[src/rtl/video_timing_monitor.sv]
`default_nettype none
// ============================================================================
// Module   : video_timing_monitor
// Purpose  : Measures the raster geometry of an incoming video stream
//            (h_total, h_active, v_total, v_active), declares lock after a
//            run of identical frames, and reports through a small register
//            file. It flags loss of lock as sticky "unstable" and loss of
//            VS as "timeout".
// Config   : Define VIDEO_MON_CHECKSUM_EN to build the per-frame pixel
//            checksum (register 4). Without it register 4 reads 0 and no
//            checksum logic is built.
// Ports    : clk_core_12288  - pixel clock, the only clock
//            reset_n         - asynchronous active-low reset
//            video_rgb[23:0] - pixel data
//            video_de        - active pixel qualifier
//            video_vs        - frame-start pulse
//            video_hs        - line-start pulse
//            rd, rd_addr     - one-cycle read strobe and word index
//            rd_data         - read data, updated one cycle after rd
//            rd_valid        - one-cycle qualifier for rd_data
//            locked          - high while the timing is stable
// Registers: 0 {29'h0, unstable, timeout, locked}  1 {h_total, h_active}
//            2 {v_total, v_active}  3 {16'h0, frame_count}  4 checksum
//            5 32'h564D4F4E  6..7 zero
// Revision : 1.0 - initial release
// ============================================================================
module video_timing_monitor #(
  parameter int LOCK_FRAMES  = 2,
  parameter int TIMEOUT_CLKS = 2000000
) (
  input  logic        clk_core_12288,
  input  logic        reset_n,
  input  logic [23:0] video_rgb,
  input  logic        video_de,
  input  logic        video_vs,
  input  logic        video_hs,
  input  logic        rd,
  input  logic [2:0]  rd_addr,
  output logic [31:0] rd_data,
  output logic        rd_valid,
  output logic        locked
);

  localparam logic [1:0] c_ST_SEARCH  = 2'd0;
  localparam logic [1:0] c_ST_MEASURE = 2'd1;
  localparam logic [1:0] c_ST_LOCKED  = 2'd2;

  localparam int                c_TO_W      = $clog2(TIMEOUT_CLKS + 1);
  localparam logic [c_TO_W-1:0] c_TO_LAST   = c_TO_W'(TIMEOUT_CLKS - 1);
  localparam logic [c_TO_W-1:0] c_TO_MAX    = c_TO_W'(TIMEOUT_CLKS);
  localparam logic [15:0]       c_MATCH_TGT = 16'(LOCK_FRAMES - 1);
  localparam logic [31:0]       c_MAGIC     = 32'h564D4F4E;

  function automatic logic [15:0] sat_inc(input logic [15:0] v);
    return (v == 16'hFFFF) ? v : v + 16'd1;
  endfunction

  // --------------------------------------------------------------------------
  // Edge detection
  // --------------------------------------------------------------------------
  logic r_vs_prev;
  logic r_hs_prev;
  logic w_vs_edge;
  logic w_hs_edge;

  assign w_vs_edge = video_vs & ~r_vs_prev;
  assign w_hs_edge = video_hs & ~r_hs_prev;

  always_ff @(posedge clk_core_12288 or negedge reset_n) begin
    if (!reset_n) begin
      r_vs_prev <= 1'b0;
      r_hs_prev <= 1'b0;
    end else begin
      r_vs_prev <= video_vs;
      r_hs_prev <= video_hs;
    end
  end

  // --------------------------------------------------------------------------
  // No-VS watchdog. Holds at TIMEOUT_CLKS so the timeout fires only once
  // per loss of signal.
  // --------------------------------------------------------------------------
  logic [c_TO_W-1:0] r_novs_cnt;
  logic              w_timeout_hit;

  assign w_timeout_hit = ~w_vs_edge & (r_novs_cnt == c_TO_LAST);

  always_ff @(posedge clk_core_12288 or negedge reset_n) begin
    if (!reset_n) begin
      r_novs_cnt <= '0;
    end else if (w_vs_edge) begin
      r_novs_cnt <= '0;
    end else if (r_novs_cnt != c_TO_MAX) begin
      r_novs_cnt <= r_novs_cnt + c_TO_W'(1);
    end
  end

  // --------------------------------------------------------------------------
  // FSM state and shared control
  // --------------------------------------------------------------------------
  logic [1:0]  r_state;
  logic [1:0]  w_state_nxt;
  logic        w_run;
  logic        w_clear_acc;
  logic        w_unstable_set;

  assign w_run       = (r_state != c_ST_SEARCH);
  // Accumulators are idle in SEARCH until a VS edge starts a frame.
  assign w_clear_acc = w_timeout_hit | (~w_run & ~w_vs_edge);

  // --------------------------------------------------------------------------
  // Running accumulators
  // --------------------------------------------------------------------------
  logic [15:0] r_h_cnt;
  logic [15:0] r_h_act;
  logic [15:0] r_v_cnt;
  logic [15:0] r_v_act;
  logic        r_line_de;
  logic        w_new_de_line;

  // First DE of a line. A line context restarts at an HS edge and also at a
  // VS edge, so DE in the VS cycle is credited to the new frame.
  assign w_new_de_line = video_de & (w_hs_edge | w_vs_edge | ~r_line_de);

  always_ff @(posedge clk_core_12288 or negedge reset_n) begin
    if (!reset_n) begin
      r_h_cnt   <= 16'd0;
      r_h_act   <= 16'd0;
      r_v_cnt   <= 16'd0;
      r_v_act   <= 16'd0;
      r_line_de <= 1'b0;
    end else if (w_clear_acc) begin
      r_h_cnt   <= 16'd0;
      r_h_act   <= 16'd0;
      r_v_cnt   <= 16'd0;
      r_v_act   <= 16'd0;
      r_line_de <= 1'b0;
    end else begin
      // The HS edge cycle is the first clock of the new line.
      if (w_hs_edge) begin
        r_h_cnt <= 16'd1;
        r_h_act <= {15'd0, video_de};
      end else begin
        r_h_cnt <= sat_inc(r_h_cnt);
        if (video_de) r_h_act <= sat_inc(r_h_act);
      end

      if (w_hs_edge || w_vs_edge) r_line_de <= video_de;
      else if (video_de)          r_line_de <= 1'b1;

      // A coincident HS edge is line 1 of the new frame.
      if (w_vs_edge) begin
        r_v_cnt <= {15'd0, w_hs_edge};
        r_v_act <= {15'd0, video_de};
      end else begin
        if (w_hs_edge)     r_v_cnt <= sat_inc(r_v_cnt);
        if (w_new_de_line) r_v_act <= sat_inc(r_v_act);
      end
    end
  end

  // --------------------------------------------------------------------------
  // Latched measurements and frame comparison
  // --------------------------------------------------------------------------
  logic [15:0] r_h_total;
  logic [15:0] r_h_active;
  logic [15:0] r_v_total;
  logic [15:0] r_v_active;
  logic [15:0] r_frame_count;
  logic [15:0] r_match_cnt;
  logic [63:0] r_tuple_prev;
  logic [15:0] w_h_total_nxt;
  logic [15:0] w_h_active_nxt;
  logic [63:0] w_tuple_new;
  logic        w_tuple_eq;
  logic [15:0] w_match_nxt;
  logic        w_frame_end;

  assign w_h_total_nxt  = (w_run && w_hs_edge) ? r_h_cnt : r_h_total;
  assign w_h_active_nxt = (w_run && w_hs_edge && (r_h_act != 16'd0)) ? r_h_act : r_h_active;
  // The tuple includes an HS edge that lands on the VS cycle, since that edge
  // closes the last line of the finishing frame.
  assign w_tuple_new    = {w_h_total_nxt, w_h_active_nxt, r_v_cnt, r_v_act};
  assign w_tuple_eq     = (w_tuple_new == r_tuple_prev);
  assign w_match_nxt    = w_tuple_eq ? sat_inc(r_match_cnt) : 16'd0;
  assign w_frame_end    = w_vs_edge & w_run;

  always_ff @(posedge clk_core_12288 or negedge reset_n) begin
    if (!reset_n) begin
      r_h_total     <= 16'd0;
      r_h_active    <= 16'd0;
      r_v_total     <= 16'd0;
      r_v_active    <= 16'd0;
      r_frame_count <= 16'd0;
      r_match_cnt   <= 16'd0;
      r_tuple_prev  <= 64'd0;
    end else if (w_timeout_hit) begin
      r_h_total     <= 16'd0;
      r_h_active    <= 16'd0;
      r_v_total     <= 16'd0;
      r_v_active    <= 16'd0;
      r_frame_count <= 16'd0;
      r_match_cnt   <= 16'd0;
      r_tuple_prev  <= 64'd0;
    end else begin
      r_h_total  <= w_h_total_nxt;
      r_h_active <= w_h_active_nxt;
      if (w_frame_end) begin
        r_v_total     <= r_v_cnt;
        r_v_active    <= r_v_act;
        r_frame_count <= r_frame_count + 16'd1;
        r_match_cnt   <= w_match_nxt;
        r_tuple_prev  <= w_tuple_new;
      end else if (w_vs_edge) begin
        r_match_cnt <= 16'd0;
      end
    end
  end

  // --------------------------------------------------------------------------
  // Optional per-frame pixel checksum
  // --------------------------------------------------------------------------
  logic [31:0] w_checksum;

`ifdef VIDEO_MON_CHECKSUM_EN
  logic [31:0] r_sum_acc;
  logic [31:0] r_checksum;

  always_ff @(posedge clk_core_12288 or negedge reset_n) begin
    if (!reset_n) begin
      r_sum_acc <= 32'd0;
    end else if (w_clear_acc) begin
      r_sum_acc <= 32'd0;
    end else if (w_vs_edge) begin
      r_sum_acc <= video_de ? {8'h00, video_rgb} : 32'd0;
    end else if (video_de) begin
      r_sum_acc <= r_sum_acc + {8'h00, video_rgb};
    end
  end

  always_ff @(posedge clk_core_12288 or negedge reset_n) begin
    if (!reset_n) begin
      r_checksum <= 32'd0;
    end else if (w_timeout_hit) begin
      r_checksum <= 32'd0;
    end else if (w_frame_end) begin
      r_checksum <= r_sum_acc;
    end
  end

  assign w_checksum = r_checksum;
`else
  logic w_unused_rgb;

  assign w_unused_rgb = ^video_rgb;
  assign w_checksum   = 32'h0;
`endif

  // --------------------------------------------------------------------------
  // FSM: state register
  // --------------------------------------------------------------------------
  always_ff @(posedge clk_core_12288 or negedge reset_n) begin
    if (!reset_n) r_state <= c_ST_SEARCH;
    else          r_state <= w_state_nxt;
  end

  // FSM: next-state logic
  always_comb begin
    w_state_nxt = r_state;
    if (w_timeout_hit) begin
      w_state_nxt = c_ST_SEARCH;
    end else if (w_vs_edge) begin
      case (r_state)
        c_ST_SEARCH:  w_state_nxt = c_ST_MEASURE;
        c_ST_MEASURE: if (w_match_nxt >= c_MATCH_TGT) w_state_nxt = c_ST_LOCKED;
        c_ST_LOCKED:  if (!w_tuple_eq) w_state_nxt = c_ST_MEASURE;
        default:      w_state_nxt = c_ST_SEARCH;
      endcase
    end
  end

  // FSM: outputs
  always_comb begin
    locked         = (r_state == c_ST_LOCKED);
    w_unstable_set = w_vs_edge & (r_state == c_ST_LOCKED) & ~w_tuple_eq;
  end

  // --------------------------------------------------------------------------
  // Status flags
  // --------------------------------------------------------------------------
  logic r_timeout;
  logic r_unstable;

  always_ff @(posedge clk_core_12288 or negedge reset_n) begin
    if (!reset_n) begin
      r_timeout  <= 1'b0;
      r_unstable <= 1'b0;
    end else begin
      if (w_timeout_hit)  r_timeout <= 1'b1;
      else if (w_vs_edge) r_timeout <= 1'b0;

      // A set in the same cycle as a register-0 read wins.
      if (w_unstable_set)                 r_unstable <= 1'b1;
      else if (rd && (rd_addr == 3'd0))   r_unstable <= 1'b0;
    end
  end

  // --------------------------------------------------------------------------
  // Register read port
  // --------------------------------------------------------------------------
  logic [31:0] w_rd_mux;

  always_comb begin
    w_rd_mux = 32'h0;
    case (rd_addr)
      3'd0:    w_rd_mux = {29'h0, r_unstable, r_timeout, locked};
      3'd1:    w_rd_mux = {r_h_total, r_h_active};
      3'd2:    w_rd_mux = {r_v_total, r_v_active};
      3'd3:    w_rd_mux = {16'h0, r_frame_count};
      3'd4:    w_rd_mux = w_checksum;
      3'd5:    w_rd_mux = c_MAGIC;
      default: w_rd_mux = 32'h0;
    endcase
  end

  always_ff @(posedge clk_core_12288 or negedge reset_n) begin
    if (!reset_n) begin
      rd_data  <= 32'h0;
      rd_valid <= 1'b0;
    end else begin
      rd_valid <= rd;
      if (rd) rd_data <= w_rd_mux;
    end
  end

endmodule
`default_nettype wire

[config.mk]
export PLATFORM = sky130hd
export DESIGN_NAME = video_timing_monitor
export DESIGN_NICKNAME = d
export VERILOG_FILES = /design/src/rtl/video_timing_monitor.sv
export SDC_FILE = /design/constraint.sdc
export NUM_CORES = 1
export LEC_CHECK = 0
export CORE_ASPECT_RATIO = 0.8
export CORE_MARGIN = 2
export CORE_UTILIZATION = 30
export CTS_CLUSTER_SIZE = 20
export DETAILED_ROUTE_END_ITERATION = 10
export REMOVE_ABC_BUFFERS = 1
export SYNTH_ARGS = -nofsm -noshare
export SYNTH_HDL_FRONTEND = slang
export SYNTH_SLANG_ARGS = --single-unit
[constraint.sdc]
create_clock -name clk_core_12288 -period 3.6 [get_ports clk_core_12288]
set_clock_uncertainty 0.1 [all_clocks]
set_input_delay 0.54 -clock clk_core_12288 [delete_from_list [all_inputs] [get_ports clk_core_12288]]
set_output_delay 0.54 -clock clk_core_12288 [all_outputs]
set_load 0.05 [all_outputs]
==> results of run 1 <==
-- cells in the mapped netlist (32+ instances only) --
| cell type | n |
|---|---|
| sky130_fd_sc_hd__xor2_1 | 65 |
| sky130_fd_sc_hd__and3_1 | 32 |
| sky130_fd_sc_hd__a21oi_1 | 82 |
| sky130_fd_sc_hd__nor2_1 | 154 |
| sky130_fd_sc_hd__dfrtp_1 | 253 |
| sky130_fd_sc_hd__inv_1 | 60 |
| sky130_fd_sc_hd__nand3_1 | 53 |
| sky130_fd_sc_hd__xnor2_1 | 57 |
| sky130_fd_sc_hd__clkbuf_1 | 69 |
| sky130_fd_sc_hd__nand2_1 | 185 |
| sky130_fd_sc_hd__o22ai_1 | 55 |
| sky130_fd_sc_hd__nand4_1 | 44 |
| sky130_fd_sc_hd__o21ai_0 | 68 |
-- metal layers --
layer	wire, um	global-route usage (%)	vias to the layer above
met3	2700	3.11	51
met2	15700	22.8	390
li1	-	-	5384
met1	19600	26.8	5641
met5	0	0	-
met4	860	3.86	0
-- final cells by class --
class	count	area, um^2	area share, %
clock buffer	42	792	5.02
clock inverter	7	88.8	0.564
inverter	60	225	1.43
multi-input combinational	1088	6570	41.7
sequential	253	6330	40.2
tap	603	754	4.79
timing repair buffer	111	1000	6.35
-- worst register-to-register path, delay by kind of cell, from the launching register on --
| kind | cells | cell delay (ps) |
|---|---|---|
| AOI/OAI and AO/OA | 4 | 1240 |
| DFF | 1 | 420 |
| adders and majority gates | 1 | 180 |
| and+or+nand+nor | 4 | 960 |
| buffers and inverters | 2 | 400 |
-- repair_timing --
item	4_1_cts	5_1_grt
setup buffers	0	0
endpoints found under the setup margin	18	19
gates resized for setup	2	6
endpoints found under the hold margin	0	0
-- per-stage QoR --
stage	power, W	instances
CTS	0.00738	2164
detailed placement	0.00455	2115
global route	0.00767	2164
finish	0.00733	2164
floorplan	0.00391	1401
global placement	0.00452	2115
-- final timing paths --
kind / cells after the start / to / slack, ps
max in group asynchronous: 2 / r_h_active[1]$_DFF_PN0_ / 2520
setup reg to reg: 11 / r_match_cnt[4]$_DFFE_PN0P_ / 210
min in group clk_core_12288: 1 / rd_data[8]$_DFFE_PN0P_ / 380
hold reg to reg: 1 / rd_data[8]$_DFFE_PN0P_ / 380
hold / removal: 1 / r_novs_cnt[13]$_DFFE_PN0P_ / -50
setup / recovery: 11 / r_match_cnt[4]$_DFFE_PN0P_ / 210
-- state kept, by name, indices dropped and copies added (netlist names), 16 cells and up --
signal         count
r_match_cnt       16
r_novs_cnt        21
r_h_total         16
r_v_cnt           16
rd_data           32
r_frame_count     16
r_tuple_prev      34
r_h_cnt           16
r_v_act           16
r_h_active        16
r_h_act           16
-- where the power goes --
group          internal [W]  switching [W]
logic              0.000496       0.000815
registers           0.00300       0.000209
clock network       0.00165        0.00116
total               0.00515        0.00219
-- kinds of logic (layout without fill, tap and decap cells) --
| logic type | count (synthesis) | count (layout) | share of synthesized area, % |
|---|---|---|---|
| xor gates and xnor gates | 122 | 122 | 7.94 |
| buffers and inverters | 153 | 220 | 4.53 |
| DFF | 253 | 253 | 47.1 |
| and+or+nand+nor | 591 | 591 | 20.9 |
| adders and majority gates | 9 | 9 | 0.837 |
| AOI/OAI and AO/OA | 332 | 332 | 16.0 |
| muxes | 34 | 34 | 2.75 |
==> impl_table.tex, run 1 <==
\begin{tabular}{lr}
\hline
Metric & Value \\
\hline
\multicolumn{2}{l}{\textbf{Layout}} \\
\quad Fillers & between 4000 and 5000 \\
\quad Commonest non-fill, non-tap cells in the layout & sky130\_fd\_sc\_hd\_\_dfrtp\_1, sky130\_fd\_sc\_hd\_\_nand2\_1, sky130\_fd\_sc\_hd\_\_nor2\_1, sky130\_fd\_sc\_hd\_\_a21oi\_1, sky130\_fd\_sc\_hd\_\_o21ai\_0 \\
\quad Layout cell share with drive strength beyond 1 & under 10\% \\
\quad Most common cell after layout, fill and taps aside & sky130\_fd\_sc\_hd\_\_dfrtp\_1 \\
\quad Final \#Nets & 1583 \\
\quad Final antenna diode count & 0 \\
\quad Final design utilization & between 30 and 40\% \\
\quad Area of all placed cells without fillers & roughly 0.016 mm\^{}2 \\
\quad Synthesis-to-layout area growth & 17.2\% \\
\multicolumn{2}{l}{\textbf{Placed design}} \\
\quad HPWL after DPL & 27700 um \\
\quad IO Port Bufs & 42 \\
\quad Area after detailed placement & $\sim$0.015 mm\^{}2 \\
\quad Routability congestion estimate & around 0.88 \\
\quad Worst slack after detailed placement & -240 ps \\
\multicolumn{2}{l}{\textbf{Routing}} \\
\quad TritonRoute pass-1 iters & 5 \\
\quad Iteration-0 DRC Markers & around 1100 \\
\quad Via density per instance & 5.30 \\
\quad DR DRC count & 0 \\
\quad Final WL & around 39000 um \\
\quad Drt wl/cell & 17.9 um \\
\quad Total number of vias & 11500 \\
\quad Final antenna-violating net count & 0 \\
\multicolumn{2}{l}{\textbf{Worst setup path}} \\
\quad Slowest cell on the critical path & sky130\_fd\_sc\_hd\_\_a2111oi\_4 \\
\quad Arr. time, crit path & around 3800 ps \\
\quad Cell type with the highest occurrence count on the critical path & sky130\_fd\_sc\_hd\_\_nand3\_1 \\
\quad Kind of critical path & reg2reg \\
\quad FF-to-FF Start & r\_h\_act[0]\$\_DFFE\_PN0P\_ \\
\quad Largest stage delay on the critical path & between 400 and 500 ps \\
\quad CP bufs+invs & 2 \\
\quad Worst Setup Start Kind & flip-flop \\
\quad CP top delay family & compound AO/OA/AOI/OAI gates \\
\quad Beginning of the critical path & r\_h\_act[0]\$\_DFFE\_PN0P\_ \\
\quad Cell-by-cell listing of the critical path & inv\_1, ha\_1, nor4b\_4, and4\_4, o2111ai\_1, a222oi\_1, nand3\_1, a2111oi\_4, buf\_12, nand3\_1, o22ai\_1 \\
\quad Type of element capturing the critical path & flip-flop \\
\quad CP Data Required Time & $\sim$4000 ps \\
\quad CP max FO & 30 \\
\multicolumn{2}{l}{\textbf{Timing}} \\
\quad Maximum achievable frequency & roughly 0.30 GHz \\
\quad Final setup violating endpoints & 0 \\
\quad Worst Hold Margin & -53.5 ps \\
\quad Slew of the pin with the lowest slew margin & just over 900 ps \\
\quad Unrepaired setup endpoints after global routing & false \\
\quad Rel. slew slack & 38.1\% \\
\quad Final period utilization & a little over nine tenths \\
\quad Period minus WS final & roughly 3400 ps \\
\quad Final worst setup slack & 212 ps \\
\quad Final count of hold timing violations & 25 \\
\quad Number of max-slew violations in the final report & 0 \\
\quad Setup TNS after final layout & 0 ps \\
\multicolumn{2}{l}{\textbf{Yosys}} \\
\quad Area leader, netlist & sky130\_fd\_sc\_hd\_\_dfrtp\_1 \\
\quad Number of synthesized register bits & 253 \\
\quad Sequential element share of the synthesized area & between 40\% and 50\% \\
\quad Count of flip-flops with a built-in enable after synthesis & 0 \\
\quad Synth async-reset ratio & 100\% \\
\quad Synthesized instance count & approximately 1500 \\
\quad Most used flip-flop cell after synthesis & sky130\_fd\_sc\_hd\_\_dfrtp\_1 \\
\quad Cells taking the most area after synthesis & sky130\_fd\_sc\_hd\_\_dfrtp\_1, sky130\_fd\_sc\_hd\_\_nand2\_1, sky130\_fd\_sc\_hd\_\_nor2\_1, sky130\_fd\_sc\_hd\_\_xor2\_1, sky130\_fd\_sc\_hd\_\_xnor2\_1 \\
\quad Mean instance size in the synthesized netlist & about 9 um\^{}2 \\
\quad Top-area cell type share of the netlist area & 47.1\% \\
\quad Syn Std Cell Area & approximately 0.013 mm\^{}2 \\
\quad Warning count from the yosys run & 0 \\
\quad Count of distinct cell types in the synthesized netlist & 70 \\
\multicolumn{2}{l}{\textbf{Global route}} \\
\quad Number of global-route vias before repair & about 11000 \\
\quad Final global-route overflow total & 0 \\
\quad Initial antenna violation count & 0 \\
\quad Pin count of the biggest net entering global routing & 110 \\
\quad All-layer global routing usage & between 15 and 20\% \\
\quad First-pass GRT wire length & 62500 um \\
\multicolumn{2}{l}{\textbf{CTS}} \\
\quad Clock latency on the worst-skew pair & 550 ps \\
\quad H-tree depth & 1 \\
\quad Number of buffers inserted for hold repair after clock tree synthesis & 0 \\
\quad Clk sinks & roughly 250 \\
\quad CTS clk-pin slew, worst paths & roughly 60 ps \\
\quad Largest buffer count on any clock path & 3 \\
\quad CTS tree & done \\
\quad Clock tree root driver cell & sky130\_fd\_sc\_hd\_\_clkbuf\_16 \\
\quad Total clock buffers created by CTS & 27 \\
\multicolumn{2}{l}{\textbf{Pwr}} \\
\quad Worst-case vdd ir drop & roughly 310 uV \\
\quad Areal power density over the cells & 465 mW/mm\^{}2 \\
\quad P\_leak & 6.61 nW \\
\multicolumn{2}{l}{\textbf{Die}} \\
\quad Height of the chip & between 150 and 200 um \\
\quad Top Ports & 67 \\
\quad Area inside the core boundary & around 0.044 mm\^{}2 \\
\quad Width of the chip & about 240 um \\
\quad FP Rows & 69 \\
\quad Die Outline Area & 0.0466 mm\^{}2 \\
\quad Initial Util & a little under a third \\
\multicolumn{2}{l}{\textbf{Run status}} \\
\quad Result of the run & finished with violations \\
\quad Violated checks & hold timing \\
\multicolumn{2}{l}{\textbf{Worst hold path}} \\
\quad Worst hold path class & in2async \\
\multicolumn{2}{l}{\textbf{Job}} \\
\quad Max-capacitance violation count & 0 \\
\hline
\end{tabular}
Note: power is estimated with default switching activity, not from simulation.
==> inputs of run 2 (changes only) <==
--- a/config.mk
+++ b/config.mk
@@ -10,6 +10,7 @@
 export CORE_UTILIZATION = 30
 export CTS_CLUSTER_SIZE = 20
 export DETAILED_ROUTE_END_ITERATION = 10
+export HOLD_SLACK_MARGIN = 0.12
 export REMOVE_ABC_BUFFERS = 1
 export SYNTH_ARGS = -nofsm -noshare
 export SYNTH_HDL_FRONTEND = slang
==> constraint.sdc (replaced) <==
create_clock -name clk_core_12288 -period 4.35 [get_ports clk_core_12288]
set_clock_uncertainty 0.1 [all_clocks]
set_input_delay 0.6525 -clock clk_core_12288 [delete_from_list [all_inputs] [get_ports clk_core_12288]]
set_output_delay 0.6525 -clock clk_core_12288 [all_outputs]
set_load 0.05 [all_outputs]
==> run 2 against run 1 <==
  * Setup slack improved by 340 ps
  * Hold slack improved by 430 ps
  * The run now ends clean
  * Register-to-register slack improved by 340 ps
  * Routed wire length fell by 1.4%
  * Global-route usage fell by 0.26 points
  * Non-clock buffer count fell by 37
  * Core utilization fell by 0.62 points
  * Combinational power fell by 24%
  * First-iteration DRC count fell by 8.7%
  * Total power fell by 17%
  * Critical path depth did not move
  * Final area fell by 1.7%
  * Critical path type unchanged
==> impl_table.tex, run 2 (synthesis results as in run 1) <==
\begin{tabular}{lr}
\hline
Metric & Value \\
\hline
\multicolumn{2}{l}{\textbf{Run status}} \\
\quad Result of the run & finished, final reports clean \\
\multicolumn{2}{l}{\textbf{Pwr}} \\
\quad Pint & 0.00426 W (-17\%) \\
\quad P\_leak & 6.43 nW (-2.7\%) \\
\quad Total chip power & 0.00608 W (-17\%) \\
\quad Clock power share & 39.8\% (+1.5 points) \\
\quad Power dissipated by switching net loads & 0.00182 W (-17\%) \\
\quad Worst-case vdd ir drop & 354 uV (+14\%) \\
\quad Switch share & 29.9\% (+0.072 points) \\
\quad Sequential fraction of design power & 43.6\% (-0.2 points) \\
\quad Combinational fraction of design power & 16.5\% (-1.4 points) \\
\quad Areal power density over the cells & 392 mW/mm\^{}2 (-16\%) \\
\multicolumn{2}{l}{\textbf{CTS}} \\
\quad Clock latency on the worst-skew pair & 570 ps (+20 ps) \\
\quad Gates resized, CTS repair & 0 (-2) \\
\quad Clock tree root driver cell & sky130\_fd\_sc\_hd\_\_clkbuf\_16 \\
\quad Clk sinks & 253 (unchanged) \\
\quad CTS tree & done \\
\quad CTS clk-pin slew, worst paths & 60 ps (about the same) \\
\quad H-tree depth & 1 (unchanged) \\
\quad Total clock buffers created by CTS & 28 (+3.7\%) \\
\quad Largest buffer count on any clock path & 3 (unchanged) \\
\multicolumn{2}{l}{\textbf{Job}} \\
\quad Max-capacitance violation count & 0 (unchanged) \\
\multicolumn{2}{l}{\textbf{Timing}} \\
\quad Setup TNS after final layout & 0 ps (unchanged) \\
\quad Period minus WS final & 3800 ps (+414 ps) \\
\quad Worst Hold Margin & 378 ps (+431 ps) \\
\quad Final setup violating endpoints & 0 (unchanged) \\
\quad Rel. slew slack & 29.6\% (-8.5 points) \\
\quad Final count of hold timing violations & 0 (-100\%) \\
\quad Unrepaired setup endpoints after global routing & false \\
\quad Final period utilization & 87.4\% (-6.7 points) \\
\quad Final worst setup slack & 548 ps (+336 ps) \\
\quad Slew of the pin with the lowest slew margin & 1030 ps (+102 ps) \\
\quad Maximum achievable frequency & 0.263 GHz (-11\%) \\
\quad Number of max-slew violations in the final report & 0 (unchanged) \\
\multicolumn{2}{l}{\textbf{Global route}} \\
\quad First-pass GRT wire length & 61600 um (-1.4\%) \\
\quad Initial antenna violation count & 1 (+1) \\
\quad All-layer global routing usage & 16.5\% (-0.26 points) \\
\quad Pin count of the biggest net entering global routing & 101 (-8.2\%) \\
\quad Number of global-route vias before repair & 10700 (-0.46\%) \\
\quad Final global-route overflow total & 0 (unchanged) \\
\multicolumn{2}{l}{\textbf{Layout}} \\
\quad Final antenna diode count & 0 (unchanged) \\
\quad Filler-free cell count of the finished design & 2127 (-1.7\%) \\
\quad Commonest non-fill, non-tap cells in the layout & sky130\_fd\_sc\_hd\_\_dfrtp\_1, sky130\_fd\_sc\_hd\_\_nand2\_1, sky130\_fd\_sc\_hd\_\_nor2\_1, sky130\_fd\_sc\_hd\_\_a21oi\_1, sky130\_fd\_sc\_hd\_\_o21ai\_0 \\
\quad Final \#Nets & 1547 (-2.3\%) \\
\quad Layout cell share with drive strength beyond 1 & 6.10\% (-2.4 points) \\
\quad Register name with the most flops & r\_tuple\_prev \\
\quad Largest registers & r\_tuple\_prev: 34 flops, rd\_data: 32 flops, r\_novs\_cnt: 21 flops \\
\quad Synthesis-to-layout area growth & 15.1\% \\
\quad Most common cell after layout, fill and taps aside & sky130\_fd\_sc\_hd\_\_dfrtp\_1 \\
\quad Flip-flop count of the largest register, all copies and words added & 34 (unchanged) \\
\multicolumn{2}{l}{\textbf{Routing}} \\
\quad Total number of vias & 11500 (+0.035\%) \\
\quad Drt wl/cell & 18.0 um (+0.35\%) \\
\quad TritonRoute pass-1 iters & 7 (+2) \\
\quad DR DRC count & 0 (unchanged) \\
\quad Iteration-0 DRC Markers & 1033 (-8.7\%) \\
\quad Final antenna-violating net count & 0 (unchanged) \\
\quad Via density per instance & 5.39 (+1.8\%) \\
\quad Final WL & 38300 um (-1.4\%) \\
\multicolumn{2}{l}{\textbf{Placed design}} \\
\quad IO Port Bufs & 42 (unchanged) \\
\quad HPWL after DPL & 26300 um (-5.1\%) \\
\quad Worst slack after detailed placement & 156 ps (+396 ps) \\
\quad Routability congestion estimate & 0.872 (-1.4\%) \\
\quad Number of cells in the design after placement & 2077 (-1.8\%) \\
\multicolumn{2}{l}{\textbf{Worst setup path}} \\
\quad CP Data Required Time & 4720 ps (+760 ps) \\
\quad CP max FO & 30 (unchanged) \\
\quad Type of element capturing the critical path & flip-flop \\
\quad Largest stage delay on the critical path & 520 ps (+80 ps) \\
\quad Slowest cell on the critical path & sky130\_fd\_sc\_hd\_\_and4\_1 \\
\quad Kind of critical path & reg2reg \\
\quad Worst Setup Start Kind & flip-flop \\
\quad Cell type with the highest occurrence count on the critical path & sky130\_fd\_sc\_hd\_\_nand3\_1 \\
\quad Arr. time, crit path & 4170 ps (+420 ps) \\
\quad Cell-by-cell listing of the critical path & inv\_1, ha\_1, nor4b\_1, and4\_1, o2111ai\_1, a222oi\_1, nand3\_1, a2111oi\_4, buf\_12, nand3\_1, o22ai\_1 \\
\multicolumn{2}{l}{\textbf{Die}} \\
\quad Initial Util & 30.4\% (unchanged) \\
\quad FP Rows & 69 (unchanged) \\
\quad Area inside the core boundary & 0.0443 mm\^{}2 (unchanged) \\
\quad Die Outline Area & 0.0466 mm\^{}2 (unchanged) \\
\quad Width of the chip & 241 um (unchanged) \\
\quad Top Ports & 67 (unchanged) \\
\quad Height of the chip & 193 um (unchanged) \\
\multicolumn{2}{l}{\textbf{Worst hold path}} \\
\quad Worst hold path class & reg2reg \\
\hline
\end{tabular}
## run 2: changes by cell type in the layout (fill, tap and decap cells not counted), sizes merged
cell	change
clkinv	+1
clkinvlp	+1
bufinv	+1
clkbuf	-3
dlygate4sd3	+1
buf	-38
## run 2: path summary, 6_finish.rpt
path / startpoint / slack (ps) / depth (start not counted) / endpoint
max reg2reg: r_h_act[0]$_DFFE_PN0P_ / 550 / 11 / r_match_cnt[4]$_DFFE_PN0P_
min reg2reg: rd_data[6]$_DFFE_PN0P_ / 380 / 1 / rd_data[6]$_DFFE_PN0P_
max in group asynchronous: reset_n / 2540 / 3 / rd_data[12]$_DFFE_PN0P_
max: r_h_act[0]$_DFFE_PN0P_ / 550 / 11 / r_match_cnt[4]$_DFFE_PN0P_
min in group asynchronous: reset_n / 570 / 2 / r_novs_cnt[14]$_DFFE_PN0P_
min: rd_data[6]$_DFFE_PN0P_ / 380 / 1 / rd_data[6]$_DFFE_PN0P_
## run 2: cell type report
cell class / instances / area, um^2
repair buffers: 74 / 713
inverters: 60 / 225
well taps: 603 / 754
fillers: 4497 / 28800
clock inverters: 10 / 139
multi-input cells: 1088 / 6540
flip-flops and latches: 253 / 6330
clock buffers: 39 / 782
## run 2: power by group through the flow
stage	registers, W	logic [W]	clock network [W]
2_1_floorplan	0.00270	0.000530	0
3_3_place_gp	0.00268	0.000981	0
3_5_place_dp	0.00269	0.000995	0
4_1_cts	0.00265	0.00100	0.00248
5_1_grt	0.00267	0.00111	0.00257
6_report	0.00265	0.00100	0.00242
## run 2: timing repair
| item | 4_1_cts | 5_1_grt |
|---|---|---|
| endpoints found under the hold margin | 80 | 0 |
| hold buffers | 1 | 0 |
| setup buffers | 0 | 0 |
| setup endpoints to repair | 0 | 0 |
## run 2: metal layers
layer / share of wire [%] / vias to the layer above / track usage, %
met4: 2.1 / 2 / 3.96
met3: 7.6 / 57 / 3.41
met5: 0.034 / - / 0
met1: 50 / 5676 / 26.3
li1: - / 5328 / -
met2: 40 / 407 / 22.1
## run 2: critical path, delay by kind of cell (launching register included)
family                     cells  cell delay, ps
DFF                            1             430
and+or+nand+nor                4            1280
AOI/OAI and AO/OA              4            1350
buffers and inverters          2             380
adders and majority gates      1             160
## run 2: metrics by stage
step	cell area, um^2	util (%)
after floorplan	13100	-
after global placement	14600	32.9
after detailed placement	14600	32.9
after CTS	15500	35.0
after global routing	15500	35.0
final	15500	35.0
==> inputs of run 3 (changes only) <==
--- a/config.mk
+++ b/config.mk
@@ -12,6 +12,7 @@
 export DETAILED_ROUTE_END_ITERATION = 10
 export HOLD_SLACK_MARGIN = 0.12
 export REMOVE_ABC_BUFFERS = 1
+export SLEW_MARGIN = 30
 export SYNTH_ARGS = -nofsm -noshare
 export SYNTH_HDL_FRONTEND = slang
 export SYNTH_SLANG_ARGS = --single-unit
==> run 3 against run 2 <==
  * Register-to-register slack lost 20 ps
  * Count of clock-buffer cells in the layout did not move
  * Largest power group unchanged
  * Combinational power about the same
  * Sequential share of layout area hardly changed
==> impl_table.tex, run 3 (synthesis results as in run 1) <==
\begin{tabular}{lr}
\hline
Metric & Value \\
\hline
\multicolumn{2}{l}{\textbf{Run status}} \\
\quad Result of the run & finished, final reports clean \\
\multicolumn{2}{l}{\textbf{Pwr}} \\
\quad Sequential fraction of design power & 43.6\% (about the same) \\
\quad Switch share & 29.9\% (about the same) \\
\quad Worst-case vdd ir drop & 353 uV (-0.23\%) \\
\quad Combinational fraction of design power & 16.6\% (about the same) \\
\quad Power dissipated by switching net loads & 0.00182 W (+0.16\%) \\
\quad Pint & 0.00426 W (about the same) \\
\quad P\_leak & 6.43 nW (about the same) \\
\quad Clock power share & 39.8\% (about the same) \\
\quad Areal power density over the cells & 392 mW/mm\^{}2 (about the same) \\
\multicolumn{2}{l}{\textbf{Worst setup path}} \\
\quad R2r endpoint & r\_match\_cnt[4]\$\_DFFE\_PN0P\_ \\
\quad FF-to-FF Start & r\_h\_act[0]\$\_DFFE\_PN0P\_ \\
\quad Arr. time, crit path & 4200 ps (+30 ps) \\
\quad Worst Setup Start Kind & flip-flop \\
\quad Kind of critical path & reg2reg \\
\quad Beginning of the critical path & r\_h\_act[0]\$\_DFFE\_PN0P\_ \\
\quad CP max FO & 30 (unchanged) \\
\quad CP Data Required Time & 4720 ps (about the same) \\
\quad Type of element capturing the critical path & flip-flop \\
\quad Worst reg2reg path depth & 11 (unchanged) \\
\quad Worst reg2reg setup slack & 520 ps (-20 ps) \\
\multicolumn{2}{l}{\textbf{Placed design}} \\
\quad Routability congestion estimate & 0.872 (unchanged) \\
\quad Number of cells in the design after placement & 2077 (unchanged) \\
\quad Area after detailed placement & 0.0146 mm\^{}2 (unchanged) \\
\quad Worst slack after detailed placement & 156 ps (unchanged) \\
\quad HPWL after DPL & 26300 um (unchanged) \\
\quad IO Port Bufs & 42 (unchanged) \\
\multicolumn{2}{l}{\textbf{Worst hold path}} \\
\quad Worst Hold Launch & rd\_data[6]\$\_DFFE\_PN0P\_ \\
\quad Worst hold path class & reg2reg \\
\quad Number of instances on the worst hold path & 1 (unchanged) \\
\quad Endpoint of the worst hold-timing path & rd\_data[6]\$\_DFFE\_PN0P\_ \\
\multicolumn{2}{l}{\textbf{Timing}} \\
\quad Rel. slew slack & 35.9\% (+6.3 points) \\
\quad Final setup violating endpoints & 0 (unchanged) \\
\quad Final period utilization & 88.0\% (+0.56 points) \\
\quad Slew of the pin with the lowest slew margin & 961 ps (-68.6 ps) \\
\quad Final worst setup slack & 524 ps (-24.2 ps) \\
\quad Final count of hold timing violations & 0 (unchanged) \\
\quad Unrepaired setup endpoints after global routing & false \\
\quad Maximum achievable frequency & 0.261 GHz (-0.63\%) \\
\quad Number of max-slew violations in the final report & 0 (unchanged) \\
\quad Period minus WS final & 3830 ps (+24.2 ps) \\
\multicolumn{2}{l}{\textbf{Routing}} \\
\quad Iteration-0 DRC Markers & 1042 (+0.87\%) \\
\quad Final antenna-violating net count & 0 (unchanged) \\
\quad Final WL & 38300 um (about the same) \\
\quad TritonRoute pass-1 iters & 7 (unchanged) \\
\quad Via density per instance & 5.40 (+0.13\%) \\
\quad Drt wl/cell & 18.0 um (about the same) \\
\quad DR DRC count & 0 (unchanged) \\
\quad Total number of vias & 11500 (+0.13\%) \\
\multicolumn{2}{l}{\textbf{Global route}} \\
\quad All-layer global routing usage & 16.5\% (unchanged) \\
\quad First-pass GRT wire length & 61600 um (unchanged) \\
\quad Final global-route overflow total & 0 (unchanged) \\
\quad Initial antenna violation count & 1 (unchanged) \\
\quad Pin count of the biggest net entering global routing & 101 (unchanged) \\
\quad Number of global-route vias before repair & 10700 (unchanged) \\
\multicolumn{2}{l}{\textbf{CTS}} \\
\quad Total clock buffers created by CTS & 28 (unchanged) \\
\quad Clk sinks & 253 (unchanged) \\
\quad Largest buffer count on any clock path & 3 (unchanged) \\
\quad CTS clk-pin slew, worst paths & 70 ps (about the same) \\
\quad Number of buffers inserted for hold repair after clock tree synthesis & 1 (unchanged) \\
\quad Gates resized, CTS repair & 0 (unchanged) \\
\quad Clock tree root driver cell & sky130\_fd\_sc\_hd\_\_clkbuf\_16 \\
\quad H-tree depth & 1 (unchanged) \\
\quad Clock latency on the worst-skew pair & 570 ps (about the same) \\
\quad Setup bufs post-CTS & 0 (unchanged) \\
\quad CTS tree & done \\
\multicolumn{2}{l}{\textbf{Die}} \\
\quad Die Outline Area & 0.0466 mm\^{}2 (unchanged) \\
\quad Top Ports & 67 (unchanged) \\
\quad Area inside the core boundary & 0.0443 mm\^{}2 (unchanged) \\
\quad Height of the chip & 193 um (unchanged) \\
\quad Width of the chip & 241 um (unchanged) \\
\quad FP Rows & 69 (unchanged) \\
\quad Initial Util & 30.4\% (unchanged) \\
\multicolumn{2}{l}{\textbf{Layout}} \\
\quad Largest registers & r\_tuple\_prev: 34 flops, rd\_data: 32 flops, r\_novs\_cnt: 21 flops \\
\quad Final antenna diode count & 0 (unchanged) \\
\quad Area used by multi-input combinational logic & 0.00655 mm\^{}2 (about the same) \\
\quad Register name with the most flops & r\_tuple\_prev \\
\quad Final design utilization & 35.0\% (about the same) \\
\quad Most common cell after layout, fill and taps aside & sky130\_fd\_sc\_hd\_\_dfrtp\_1 \\
\quad Filler-free cell count of the finished design & 2127 (unchanged) \\
\quad Commonest non-fill, non-tap cells in the layout & sky130\_fd\_sc\_hd\_\_dfrtp\_1, sky130\_fd\_sc\_hd\_\_nand2\_1, sky130\_fd\_sc\_hd\_\_nor2\_1, sky130\_fd\_sc\_hd\_\_a21oi\_1, sky130\_fd\_sc\_hd\_\_o21ai\_0 \\
\quad Area of all placed cells without fillers & 0.0155 mm\^{}2 (about the same) \\
\quad Synthesis-to-layout area growth & 15.2\% (about the same) \\
\quad Layout cell share with drive strength beyond 1 & 6.17\% (+0.066 points) \\
\quad Footprint of the flip-flops and latches & 0.00633 mm\^{}2 (unchanged) \\
\quad Fillers & 4496 (-0.022\%) \\
\quad Final \#Nets & 1547 (unchanged) \\
\quad Flip-flop count of the largest register, all copies and words added & 34 (unchanged) \\
\multicolumn{2}{l}{\textbf{Job}} \\
\quad Max-capacitance violation count & 0 (unchanged) \\
\hline
\end{tabular}
[run 3: how the worst max path moves through the flow]
stage,slack (ps),cells after the start,to
2_1_floorplan,-410,8,r_match_cnt[1]$_DFFE_PN0P_
3_3_place_gp,180,10,r_match_cnt[7]$_DFFE_PN0P_
3_5_place_dp,160,10,r_match_cnt[4]$_DFFE_PN0P_
4_1_cts,640,11,r_match_cnt[4]$_DFFE_PN0P_
5_1_grt,350,11,r_match_cnt[4]$_DFFE_PN0P_
6_report,520,11,r_match_cnt[4]$_DFFE_PN0P_
[run 3: power by group through the flow]
| stage | Clock [W] | Sequential, W | Combinational (W) |
|---|---|---|---|
| 2_1_floorplan | 0 | 0.00270 | 0.000530 |
| 3_3_place_gp | 0 | 0.00268 | 0.000981 |
| 3_5_place_dp | 0 | 0.00269 | 0.000995 |
| 4_1_cts | 0.00248 | 0.00265 | 0.00100 |
| 5_1_grt | 0.00257 | 0.00267 | 0.00111 |
| 6_report | 0.00242 | 0.00265 | 0.00101 |
[run 3: through the flow]
step / TNS, ps / hold slack, ps / total power (W)
finish: 0 / 378 / 0.00608
global route: 0 / 402 / 0.00635
CTS: 0 / 384 / 0.00612
detailed placement: 0 / 370 / 0.00368
global placement: 0 / 360 / 0.00367
floorplan: -6040 / 257 / 0.00323
[run 3: area by class of cell]
cell class                 count  share of cell area, %
timing repair buffer          74                   4.60
inverter                      60                   1.45
multi-input combinational   1088                   42.3
clock buffer                  39                   5.05
tap                          603                   4.87
sequential                   253                   40.9
clock inverter                10                  0.897
[run 3: metal layers]
layer | up-vias | track usage, % | part of all wire, %
li1 | 5327 | - | -
met1 | 5714 | 26.3 | 50
met2 | 390 | 22.1 | 40
met3 | 52 | 3.41 | 7.3
met4 | 2 | 3.96 | 2.1
met5 | - | 0 | 0.034
[run 3: critical path, stage by stage, from the launching register on]
cell	delay, ps
sky130_fd_sc_hd__dfrtp_1	430
sky130_fd_sc_hd__inv_1	150
sky130_fd_sc_hd__ha_1	160
sky130_fd_sc_hd__nor4b_1	400
sky130_fd_sc_hd__and4_1	530
sky130_fd_sc_hd__o2111ai_1	250
sky130_fd_sc_hd__a222oi_1	440
sky130_fd_sc_hd__nand3_1	190
sky130_fd_sc_hd__a2111oi_4	470
sky130_fd_sc_hd__buf_12	230
sky130_fd_sc_hd__nand3_1	170
sky130_fd_sc_hd__o22ai_1	220
